## src/rtl/tt_uart_pkg.sv

```systemverilog
// Shared types and constants for the AND-then-serialise UART transmitter.
package tt_uart_pkg;

   // Default bit period in clk cycles.
   localparam int DEFAULT_CLKS_PER_BIT = 16;

   // Frame sequencer states.
   typedef enum logic [2:0] {
      IDLE,
      START,
      DATA,
      PARITY,
      STOP
   } uart_state_e;

   // Even parity bit: XOR of all data bits.
   function automatic logic even_parity(input logic [7:0] b);
      return ^b;
   endfunction

endpackage

```

## src/rtl/uart_baud_cnt.sv

```systemverilog
// Bit-period down-counter: tick is high on the last cycle of each bit period.
// Reload restarts a full period of CLKS_PER_BIT cycles.
module uart_baud_cnt
   import tt_uart_pkg::*;
#(
   parameter int CLKS_PER_BIT = DEFAULT_CLKS_PER_BIT
) (
   input  logic clk,
   input  logic rst,
   input  logic reload,
   output logic tick
);

   localparam int CW = $clog2(CLKS_PER_BIT);
   localparam logic [CW-1:0] RELOAD_VAL = CW'(CLKS_PER_BIT - 1);

   logic [CW-1:0] cnt_q;
   logic [CW-1:0] cnt_d;

   // Next count: reload on a bit boundary, otherwise count down and park at zero.
   always_comb begin
      cnt_d = cnt_q;
      if (reload) begin
         cnt_d = RELOAD_VAL;
      end else if (cnt_q != '0) begin
         cnt_d = cnt_q - 1'b1;
      end
   end

   // Counter register.
   always_ff @(posedge clk) begin
      if (rst) begin
         cnt_q <= '0;
      end else begin
         cnt_q <= cnt_d;
      end
   end

   assign tick = (cnt_q == '0);

endmodule

```

## src/rtl/tt_and_uart_tx.sv

```systemverilog
// Transmits (data_a & data_b) as an 8N1 (or 8E1) UART frame.
// One holding register behind the shift register lets a second byte queue up
// so frames run back to back. tx is driven from a flop; at the tt_um_ top level
// tx maps to uo_out[0] and rst is !rst_n.
module tt_and_uart_tx
   import tt_uart_pkg::*;
#(
   parameter int CLKS_PER_BIT = DEFAULT_CLKS_PER_BIT,
   parameter int PARITY_EN    = 0
) (
   input  logic       clk,
   input  logic       rst,
   input  logic [7:0] data_a,
   input  logic [7:0] data_b,
   input  logic       valid,
   output logic       ready,
   output logic       tx,
   output logic       busy
);

   uart_state_e state_q, state_d;
   logic [7:0]  shift_q, shift_d;
   logic [7:0]  hold_q, hold_d;
   logic        hold_full_q, hold_full_d;
   logic [2:0]  bit_idx_q, bit_idx_d;
   logic        tx_q, tx_d;
   logic        reload;
   logic        tick;
   logic        capture;
   logic        bypass;
   logic [7:0]  in_byte;

   assign in_byte = data_a & data_b;
   assign capture = valid && !hold_full_q;

   uart_baud_cnt #(
      .CLKS_PER_BIT(CLKS_PER_BIT)
   ) u_baud (
      .clk    (clk),
      .rst    (rst),
      .reload (reload),
      .tick   (tick)
   );

   // Frame sequencer: next state, next line level and holding-register update.
   always_comb begin
      state_d     = state_q;
      shift_d     = shift_q;
      hold_d      = hold_q;
      hold_full_d = hold_full_q;
      bit_idx_d   = bit_idx_q;
      tx_d        = tx_q;
      reload      = 1'b0;
      bypass      = 1'b0;

      case (state_q)
         IDLE: begin
            tx_d = 1'b1;
            if (capture) begin
               // Idle line: the new byte goes straight to the shifter.
               bypass  = 1'b1;
               state_d = START;
               shift_d = in_byte;
               tx_d    = 1'b0;
               reload  = 1'b1;
            end
         end
         START: begin
            if (tick) begin
               state_d   = DATA;
               bit_idx_d = 3'd0;
               tx_d      = shift_q[0];
               reload    = 1'b1;
            end
         end
         DATA: begin
            if (tick) begin
               reload    = 1'b1;
               bit_idx_d = bit_idx_q + 3'd1;
               if (bit_idx_q == 3'd7) begin
                  if (PARITY_EN != 0) begin
                     state_d = PARITY;
                     tx_d    = even_parity(shift_q);
                  end else begin
                     state_d = STOP;
                     tx_d    = 1'b1;
                  end
               end else begin
                  tx_d = shift_q[bit_idx_d];
               end
            end
         end
         PARITY: begin
            if (tick) begin
               state_d = STOP;
               tx_d    = 1'b1;
               reload  = 1'b1;
            end
         end
         STOP: begin
            if (tick) begin
               if (hold_full_q) begin
                  // Queued byte starts with no idle gap.
                  state_d     = START;
                  shift_d     = hold_q;
                  hold_full_d = 1'b0;
                  tx_d        = 1'b0;
                  reload      = 1'b1;
               end else if (capture) begin
                  // Byte arriving on the last stop cycle also starts at once.
                  bypass  = 1'b1;
                  state_d = START;
                  shift_d = in_byte;
                  tx_d    = 1'b0;
                  reload  = 1'b1;
               end else begin
                  state_d = IDLE;
                  tx_d    = 1'b1;
               end
            end
         end
         default: begin
            state_d = IDLE;
            tx_d    = 1'b1;
         end
      endcase

      // A byte accepted mid-frame waits in the holding register.
      if (capture && !bypass) begin
         hold_d      = in_byte;
         hold_full_d = 1'b1;
      end
   end

   // State and datapath registers; reset aborts any frame and drops the held byte.
   always_ff @(posedge clk) begin
      if (rst) begin
         state_q     <= IDLE;
         shift_q     <= '0;
         hold_q      <= '0;
         hold_full_q <= 1'b0;
         bit_idx_q   <= '0;
         tx_q        <= 1'b1;
      end else begin
         state_q     <= state_d;
         shift_q     <= shift_d;
         hold_q      <= hold_d;
         hold_full_q <= hold_full_d;
         bit_idx_q   <= bit_idx_d;
         tx_q        <= tx_d;
      end
   end

   assign ready = !hold_full_q;
   assign busy  = (state_q != IDLE) || hold_full_q;
   assign tx    = tx_q;

endmodule

```

## config.mk

```make
export PLATFORM = sky130hd
export DESIGN_NAME = tt_and_uart_tx
export DESIGN_NICKNAME = d
export VERILOG_FILES = /design/src/rtl/tt_uart_pkg.sv /design/src/rtl/uart_baud_cnt.sv /design/src/rtl/tt_and_uart_tx.sv
export SDC_FILE = /design/constraint.sdc
export NUM_CORES = 1
export LEC_CHECK = 0
export ABC_CLOCK_PERIOD_IN_PS = 3000
export CAP_MARGIN = 20
export CORE_MARGIN = 8
export CORE_UTILIZATION = 34
export CTS_CLUSTER_SIZE = 28
export DETAILED_ROUTE_END_ITERATION = 10
export DONT_BUFFER_PORTS = 1
export GPL_TIMING_DRIVEN = 0
export PLACE_DENSITY = 0.52
export SYNTH_ARGS = -nofsm -noshare
export SYNTH_HDL_FRONTEND = slang
export SYNTH_HIERARCHICAL = 1
export SYNTH_SLANG_ARGS = --single-unit
```

## constraint.sdc

```tcl
create_clock -name clk -period 3 [get_ports clk]
set_input_delay 0.3 -clock clk [delete_from_list [all_inputs] [get_ports clk]]
set_output_delay 0.3 -clock clk [all_outputs]
set_load 0.01 [all_outputs]
```

Word-level counts from Yosys, hierarchy flattened
Cells that the tools add are included.

storage, ports and cells
  register bits after elaboration = 28
  output and inout port bits = 3

operators by class
  $lt $le $gt $ge = 1
  reduce and logical (&&, ||, !) cells = 20
  bitwise operators = 1
  equal/unequal tests = 11
  mux-type cells = 39
  add/subtract/negate cells = 2

operator list
  kind                                                                           number
  3-bit two-way mux                                                              8
  8-bit two-way mux                                                              3
  1-bit two-way mux                                                              19
  8-bit one-hot mux with 2 select lines                                          1
  3-bit one-hot mux with 5 select lines                                          1
  2-bit != test (second input constant)                                          6
  2-bit nonzero test                                                             5
  8-bit AND                                                                      1
  4-bit two-way mux                                                              2
  3-bit by 2-bit equality test with 1-bit output (second input constant)         2
  3-bit equality test (second input constant)                                    2
  3-bit one-hot mux with 2 select lines                                          1
  6-bit AND reduction                                                            1
  1-bit one-hot mux with 5 select lines                                          1
  4-bit logical NOT                                                              1
  3-bit by 4-bit less-than comparator with 1-bit output (second input constant)  1
  2-bit AND reduction                                                            2
  4-bit AND reduction                                                            1
  4-bit nonzero test                                                             1
  4-bit by 1-bit subtractor with 4-bit output (second input constant)            1
  3-bit by 1-bit adder with 3-bit output (second input constant)                 1
  1-bit binary-select mux with 3-bit select                                      1
  3-bit by 1-bit equality test with 1-bit output (second input constant)         1
  3-bit logical NOT                                                              1
  8 further kinds                                                                10

Longest topological paths before layout
  depth in word-level cells = 10
  gate-level depth with buffers = 8
  mapped depth without buffers = 7

By module
The synthesis kept the hierarchy.

modules (own cells, without submodules)
  module          seq. area each (um^2)  cells each  area an instance (um^2)  instances
  tt_and_uart_tx  480.5                  157         1297.5                   1
  uart_baud_cnt   80.1                   20          196.4                    1

Worst setup path after synthesis
Ideal clock, no wire load.

  kind = register to register
  from = register bit_idx_q[0]
  to = register tx_q (netlist: tx)
  required time = 2.878 ns
  clock period less this slack = 2.112 ns
  stages on the path, launching flop included = 7
  arrival time = 1.990 ns
  slack = 0.888 ns
  cells stage by stage = dfxtp_1 ha_1 ha_1 mux4_2 nor2b_1 a211o_1 a221o_1

between the ends
  word-level cells in the longest chain between the ends = 6
  elaborated cells between the ends (all ways) = 7

ends and longest elaborated chain
  item                                       RTL line               source
  start, declared                            tt_and_uart_tx.sv:25   logic [2:0] bit_idx_q, bit_idx_d;
  start signal, assigned                     tt_and_uart_tx.sv:149  bit_idx_q <= bit_idx_d;
  3-bit by 1-bit adder with 3-bit output     tt_and_uart_tx.sv:79   bit_idx_d = bit_idx_q + 3'd1;
  1-bit binary-select mux with 3-bit select  tt_and_uart_tx.sv:89   tx_d = shift_q[bit_idx_d];
  1-bit two-way mux (implied by the code)    tt_and_uart_tx.sv:89
  1-bit two-way mux (*)                      tt_and_uart_tx.sv:80   if (bit_idx_q == 3'd7) begin
  1-bit two-way mux (*)                      tt_and_uart_tx.sv:77   if (tick) begin
  1-bit one-hot mux with 5 select lines (*)  tt_and_uart_tx.sv:56   case (state_q)
  end signal, assigned                       tt_and_uart_tx.sv:150  tx_q <= tx_d;
  end, declared                              tt_and_uart_tx.sv:26   logic tx_q, tx_d;

Every way passes the cells marked *; elsewhere a longest branch is shown, timed or not. The select of a mux whose other input is x is not followed.
A chain may end at the register's enable or synchronous reset.

Worst setup path in the final report
Same ends and word-level chain as after synthesis.

==> metrics.md <==
| Metric | Value |
|---|---|
| GRT Overall Usage | `0.118` |
| Synthesis Warnings | `6` |
| Tightest Pin Transition | `768 ps` |
| Placeable Area | `4290 µm²` |
| DP Area | `1560 µm²` |
| Min-Delay Path Depth | `1` |
| Multi-input logic area | `865 µm²` |
| Skew final | `2.36 ps` |
| Clock tree buffer depth | `2` |
| Leakage | `0.562 nW` |
| Commonest non-fill, non-tap cell in the layout | `dfxtp_1` |
| Outcome | `completed` |
| Gpl congestion | `0.780` |
| Post-CTS Setup Bufs | `0` |
| DR WL/cell | `16.2 µm` |
| Residual DRC | `0` |
| Min Clock Period, post-route | `2260 ps` |
| Largest net degree at the start of global routing | `17` |
| Remaining Overflow, GRT | `0` |
| Die area | `6770 µm²` |
| FP Rows | `24` |
| Routed Antenna Nets | `0` |
| First-pass GRT wire length | `6300 µm` |
| Fin area | `1630 µm²` |
| Post-Syn Instances | `177` |
| PwrDens | `737 nW/µm²` |
| Synthesized Nets | `199` |
| Synth Flop Type | `dfxtp_1` |
| Register Area | `561 µm²` |
| Post-synth EDFFs | `0` |
| Worst setup SP type | `register` |
| CTS sink count | `28` |
| Max_cap viols | `0` |
| Top cell type's share of synthesized area | `0.375` |
| Clk Latency, worst-skew pair | `280 ps` |
| CP Class | `register to register` |
| Final net count | `204` |
| Minimum hold slack | `70.6 ps` |
| RSZ-0062 raised after global routing | `no` |
| Inst Count DP | `229` |
| Die X | `82.3 µm` |
| Starting Density | `0.348` |
| Worst Hold Class | `input pin to register` |
| Root Buffer | `clkbuf_8` |
| Final WL | `3770 µm` |
| Tcrit/Tclk final | `0.754` |
| Avg Cell Area, Syn | `8.44 µm²` |
| Setup TNS | `0 ps` |
| CP required | `3180 ps` |
| Crit path capture type | `register` |
| Layout cells sized above 1 | `0.0829` |
| Inserted Clock Buffers | `3` |
| Total iterations of the first detailed-routing run | `4` |
| Number of diodes | `0` |
| Synthesis-stage register bit count | `28` |
| Ys async rst share | `0` |
| IO Count | `22` |
| Worst R2R Path Depth | `6` |
| Ranking of synthesized cells by area | `dfxtp_1 (38%), a21oi_1 (5.7%), nor2_1 (5.5%)` |
| # H-tree levels | `1` |
| Post-cts gate resize count | `0` |
| IO Port Bufs | `0` |
| Clk slew on worst S/H paths | `100 ps` |
| Iter 0 DRT Violations | `68` |
| Post-Layout Cell Count | `233` |
| Netlist cell types | `40` |
| Crit path DAT | `2440 ps` |
| Vias in the first global route | `1325` |
| Via total after detailed routing | `1329` |
| Fmax | `0.442 GHz` |
| Area Overhead vs Synth | `9.13%` |
| Final Hold Fails | `0` |
| Final Max Tran Viols | `0` |
| Most frequent cells in the layout | `dfxtp_1 (28), nor2_1 (22), a21oi_1 (17)` |
| CTS tree | `done` |
| Largest area contributor in the netlist | `dfxtp_1` |
| Synthesized area | `1490 µm²` |
| Die Ht | `82.3 µm` |
| Fill cells | `450` |
| Initial antenna violation count | `0` |
| Final setup fails | `0` |
| Via density | `5.70` |
| CTS hold repair buffers | `0` |
| Peak VDD IR | `0.000400 V` |
| Slew headroom | `0.488` |
| Sequential fraction of the synthesis area | `0.375` |
| Final HPWL DP | `2770 µm` |
| CP max FO | `6` |
==> synthesized netlist by cell type, types with 2 or more instances <==
| library cell | number |
|---|---|
| dfxtp_1 | 28 |
| nor2_1 | 22 |
| a21oi_1 | 17 |
| nand3_1 | 16 |
| nand2_1 | 13 |
| clkbuf_1 | 8 |
| a311oi_1 | 7 |
| nand4_1 | 7 |
| inv_1 | 6 |
| nor2b_1 | 6 |
| a31oi_1 | 3 |
| ha_1 | 3 |
| nand2b_1 | 3 |
| nor3_1 | 3 |
| o21ai_0 | 3 |
| a2bb2oi_1 | 2 |
| a311oi_2 | 2 |
| mux4_2 | 2 |
| nand3b_1 | 2 |
| nor3b_1 | 2 |
| o21ai_1 | 2 |
| or3_1 | 2 |
==> area by class of cell <==
cell class,instances,share of cell area
inverters,6,0.0138
multi-input cells,133,0.530
plain buffers,10,0.0284
flip-flops and latches,28,0.344
clock inverters,1,0.0184
clock buffers,3,0.0253
well taps,52,0.0399
==> flip-flops by register name, indices dropped and copies added, names as in the netlist <==
name and count:
state_q 3, shift_q 8, u_baud/cnt_q 4, hold_full_q 1, bit_idx_q 3, tx 1
hold_q 8
==> per-layer routing <==
metal | track usage | vias up | routed length [µm] | share of wire
met1 | 0.147 | 630 | 1710 | 0.45
met5 | 0 | - | 0 | 0
met2 | 0.196 | 31 | 1790 | 0.48
li1 | - | 661 | - | -
met4 | 0.0386 | 0 | 60 | 0.016
met3 | 0.0260 | 7 | 212 | 0.056
==> critical path: stages (launching register included) <==
cell and delay (ps):
dfxtp_1 370, ha_1 220, ha_1 360, mux4_2 500, nor2b_1 140, a211o_1 280, a221o_1 290
==> stage by stage <==
| stage | util | setup WS (ps) | total power [W] |
|---|---|---|---|
| final | 0.380 | 738 | 0.00120 |
| after global placement | 0.363 | 746 | 0.000886 |
| after floorplan | - | 888 | 0.000807 |
| after CTS | 0.380 | 722 | 0.00121 |
| after detailed placement | 0.363 | 751 | 0.000898 |
| after global routing | 0.380 | 627 | 0.00128 |
==> logic make-up (layout without fill, tap and decap cells) <==
| group | count (synthesis) | after routing | synth area share |
|---|---|---|---|
| mux | 4 | 4 | 0.0444 |
| xor+xnor | 1 | 1 | 0.00586 |
| compound gates | 43 | 43 | 0.213 |
| simple gates | 82 | 82 | 0.291 |
| buf+inv | 16 | 20 | 0.0461 |
| fa+ha+maj | 3 | 3 | 0.0251 |
| flops | 28 | 28 | 0.375 |
==> power breakdown <==
group | internal (W) | switching (W) | leakage [nW]
clock | 0.000179 | 0.000131 | 0.0357
sequential | 0.000431 | 0.0000548 | 0.229
combinational | 0.000171 | 0.000234 | 0.297
==> worst paths after layout <==
kind                      from               to  slack [ps]
setup / recovery  bit_idx_q[0]               tx         740
hold / removal             rst  u_baud/cnt_q[2]          70
setup reg to reg  bit_idx_q[0]               tx         740
hold reg to reg      hold_q[7]        hold_q[7]         460
Power figures use the tool's default switching activity.
